--- config.mk ---
export PLATFORM = sky130hd
export DESIGN_NAME = pe_link_fifo
export DESIGN_NICKNAME = d
export VERILOG_FILES = /design/src/rtl/pe_link_fifo.sv
export SDC_FILE = /design/constraint.sdc
export NUM_CORES = 1
export LEC_CHECK = 0
export ABC_AREA = 1
export BUFFER_PORTS_ARGS = -buffer_cell sky130_fd_sc_hd__buf_2
export CAP_MARGIN = 25
export CORE_MARGIN = 1
export CORE_UTILIZATION = 35
export DETAILED_ROUTE_END_ITERATION = 7
export PLACE_DENSITY = 0.63
export RECOVER_POWER = 25
export SYNTH_ARGS = -nofsm -noshare
export SYNTH_HDL_FRONTEND = slang
export SYNTH_SLANG_ARGS = --single-unit
--- constraint.sdc ---
create_clock -name clk -period 2.4 [get_ports clk]
set_clock_uncertainty 0.1 [all_clocks]
set_input_delay 0.48 -clock clk [delete_from_list [all_inputs] [get_ports clk]]
set_output_delay 0.48 -clock clk [all_outputs]
set_load 0.05 [all_outputs]
--- src/rtl/pe_link_fifo.sv ---
// pe_link_fifo: show-ahead link buffer between a PE egress queue and the
// downstream cluster ingress, with stall counting and underflow tracking.
package pe_link_pkg;
  typedef logic [7:0] packet_t;
endpackage

module pe_link_fifo
  import pe_link_pkg::*;
#(
  parameter int DEPTH   = 4,
  parameter int STALL_W = 16
) (
  input  logic                       clk,
  input  logic                       rst,
  input  logic                       up_empty,
  input  packet_t                    up_rdata,
  output logic                       up_deq,
  input  logic                       dn_deq,
  output logic                       dn_empty,
  output packet_t                    dn_rdata,
  output logic [$clog2(DEPTH+1)-1:0] count,
  output logic [STALL_W-1:0]         stall_cnt,
  output logic                       err_underflow
);

  localparam int AW = $clog2(DEPTH);
  localparam int CW = $clog2(DEPTH+1);

  packet_t       mem [DEPTH];
  logic [AW-1:0] wptr;
  logic [AW-1:0] rptr;
  logic          full;
  logic          push;
  logic          pop;

  // Flags come only from registered occupancy, so the
  // upstream pop never depends on the downstream pop.
  assign full     = (count == CW'(DEPTH));
  assign dn_empty = (count == '0);
  assign up_deq   = rst & ~up_empty & ~full;
  assign push     = up_deq;
  assign pop      = dn_deq & ~dn_empty;
  assign dn_rdata = dn_empty ? '0 : mem[rptr];

  // Storage write; contents survive reset, pointers do not.
  always_ff @(posedge clk) begin
    if (push) mem[wptr] <= up_rdata;
  end

  // Pointer advance, wrapping naturally at the power-of-two depth.
  always_ff @(posedge clk or negedge rst) begin
    if (!rst) begin
      wptr <= '0;
      rptr <= '0;
    end else begin
      if (push) wptr <= wptr + AW'(1);
      if (pop)  rptr <= rptr + AW'(1);
    end
  end

  // Occupancy; push is blocked when full and pop when empty.
  always_ff @(posedge clk or negedge rst) begin
    if (!rst) begin
      count <= '0;
    end else begin
      case ({push, pop})
        2'b10:   count <= count + CW'(1);
        2'b01:   count <= count - CW'(1);
        default: count <= count;
      endcase
    end
  end

  // Saturating count of cycles upstream had data but we were full.
  always_ff @(posedge clk or negedge rst) begin
    if (!rst) begin
      stall_cnt <= '0;
    end else if (~up_empty & full & ~&stall_cnt) begin
      stall_cnt <= stall_cnt + STALL_W'(1);
    end
  end

  // Sticky record of a pop attempted on an empty buffer.
  always_ff @(posedge clk or negedge rst) begin
    if (!rst) begin
      err_underflow <= 1'b0;
    end else if (dn_deq & dn_empty) begin
      err_underflow <= 1'b1;
    end
  end

endmodule

==> impl_metrics.yaml <==
status:
  status: "finished, final reports clean"
sta:
  maxSlewViolCount: 0
  tightest_slew_ns: 1.38
  whs_ns: 0.277
  max-slew-margin-rel_pct: 7.98
  max_freq_ghz: 0.441
  finalCriticalPeriod_ns: 2.27
  finalCritPeriodShare_pct: 94.5
  setup_viol: 0
  hold_viol_final: 0
  rsz0062_at_grt: "false"
pwr:
  cellPowerDensity_mw_per_mm2: 1200
  leakagePower_nw: 1.31
  ir_drop_mv: 0.508
detailed_routing:
  via_per_inst: 4.61
  drc: 0
  wl_per_cell_um: 12.3
  drtPass1Iterations: 4
  vias: 2022
  drt_first_iter_violations: 103
  wl_um: 5380
  antenna_left: 0
setup_path:
  arrival_ns: 1.69
  crit_path_max_fanout: 19
  crit_path_end_kind: "output pin"
  cp.required_ns: 1.82
  reg2reg_from: "count[2]$_DFFE_PN0P_"
  start_kind: "register"
  worstSetupPathType: "register to output pin"
  rrSetupSlack_ns: 0.38
  startpoint: "rptr[0]$_DFFE_PN0P_"
finish:
  fin_cells: 439
  area_growth_pct: 16.1
  fin_nets: 358
  drive_gt1_share_pct: 20.6
  diodes: 0
grt:
  grt_overflow: 0
  gr-usage-all-layers_pct: 14.5
  grt_pass1_vias: 1916
  grt_pass1_wl_um: 9330
  antenna_found_initial: 0
  grt_max_degree: 25
synthesis:
  yosys_warnings: 0
  yosysSeqAreaShare_pct: 57.5
  synth_area_mm2: 0.00272
  synth_edf_count: 32
  synth.top_cell.area_share_pct: 35.4
  synth_nets: 308
  yosys-top-cells-area: "edfxtp_1 35%, dfrtp_1 22%, nand2_1 9.0%, nor2_1 7.3%, o21ai_0 3.9%"
  synth_cell_types: 27
  synthArstFlopShare_pct: 42.9
  synthesis.instances: 289
  ys_ff_latch: 56
  synth.most_common_cell: "nand2_1"
  ys_dominant_reg_cell: "edfxtp_1"
  avgSynthCellArea_um2: 9.40
  ys_top_cells_by_count: "65 x nand2_1, 53 x nor2_1, 32 x edfxtp_1"
  yosys.area.top_type: "edfxtp_1"
cts:
  numCtsBuffers: 5
  cts_buffer_depth: 2
  cts_hold_buf: 0
  clk_pin_slew_worst_paths_ns: 0.11
  cts_tree: "yes"
  cts_setup_buffers: 0
  clkSinkCount: 56
  root_buffer: "clkbuf_8"
  h-tree-depth: 2
  cts_resized: 1
  clkLatencyLatePin_ns: 0.32
floorplan:
  ios: 42
  core_area_mm2: 0.00737
  die_height_um: 90.1
  initial_core_util_pct: 36.9
  rows: 31
  die_x_um: 90.1
  die_area_mm2: 0.00812
min_path:
  holdCritPathClass: "input pin to register"
  min_from: "dn_deq"
placed_design:
  port_buffers: 41
  dpl.cell_count: 431
  hpwlAfterDp_um: 3900
  gp_congestion: 0.796
run:
  max-cap-violations: 0
-- worst paths after layout --
kind                                                   to  depth (start not counted)
worst min-delay path            err_underflow$_DFFE_PN0P_                          2
worst min register to register  err_underflow$_DFFE_PN0P_                          1
min in group asynchronous       stall_cnt[11]$_DFFE_PN0P_                          2
max in group asynchronous             rptr[1]$_DFFE_PN0P_                          2
worst max-delay path                          dn_rdata[2]                          5
worst max register to register       count[2]$_DFFE_PN0P_                          8
-- report_power, final --
part           switching, mW  leakage [nW]  internal [mW]
combinational           1.38         0.673          0.481
clock                  0.325        0.0423          0.213
sequential             0.169         0.596           1.20
total                   1.88          1.31           1.90
-- registers in the layout, indices dropped and copies added, names as in the netlist --
register and flops:
mem 32, stall_cnt 16, count 3, rptr 2, wptr 2, err_underflow 1
-- layout make-up --
class	instances	area [um^2]
fillers	733	4210
flip-flops and latches	56	1560
well taps	99	124
repair buffers	50	263
multi-input cells	199	1010
clock inverters	3	26.3
inverters	27	103
clock buffers	5	68.8
-- cell families (layout without fill, tap and decap cells) --
| family | count (synthesis) | after routing | share of synthesized area [%] |
|---|---|---|---|
| AOI/OAI and AO/OA | 38 | 38 | 8.06 |
| DFF | 56 | 56 | 57.5 |
| xor gates and xnor gates | 10 | 10 | 3.22 |
| and+or+nand+nor | 144 | 144 | 22.3 |
| adders and majority gates | 7 | 7 | 3.50 |
| buffers and inverters | 34 | 85 | 5.43 |
-- layout by cell type (no fill, tap or decap) --
cell         n
a21o_1       1
nor2_4       1
clkinvlp_4   2
inv_1       24
dfrtp_1     23
buf_2       36
xnor2_1      6
inv_8        1
nand3_1     11
nand3_2      1
nand4_2      1
nand3b_1     1
edfxtp_1    32
clkinv_2     1
clkbuf_8     5
xor2_1       4
nor2_1      53
inv_2        2
o21ai_0     21
ha_1         6
o21ai_2      7
nor3_1       1
a21oi_1      9
fa_1         1
buf_4        8
nand2_1     65
nand4_1      6
nor2_2       3
clkbuf_1     6
dfrtp_2      1
nand2_2      1
-- critical path: stages (launching register included) --
cell and delay [ns]:
dfrtp_1 0.37, buf_4 0.20, inv_2 0.21, o21ai_0 0.13, a21oi_1 0.18, buf_2 0.29
-- metal layers --
| metal | share of wire (%) | GRT usage [%] | up-vias | routed length, um |
|---|---|---|---|---|
| met5 | 0 | 0 | - | 0 |
| li1 | - | - | 1043 | - |
| met3 | 3.5 | 3.30 | 6 | 187 |
| met4 | 1.2 | 4.03 | 0 | 66 |
| met2 | 46 | 23.2 | 29 | 2470 |
| met1 | 49 | 19.7 | 944 | 2660 |
-- through the flow --
step                      utilization (%)  power [mW]  cell area [um^2]  setup TNS, ns  worst slack [ns]
after global placement               41.6        3.24              3070              0             0.310
after floorplan                         -        2.85              2720         -0.345           -0.0431
after global routing                 42.8        4.03              3160              0           0.00181
after CTS                            42.9        3.81              3160              0            0.0274
after detailed placement             41.6        3.27              3070              0             0.250
final                                42.8        3.78              3160              0             0.132
(Power assumes the default switching activity.)
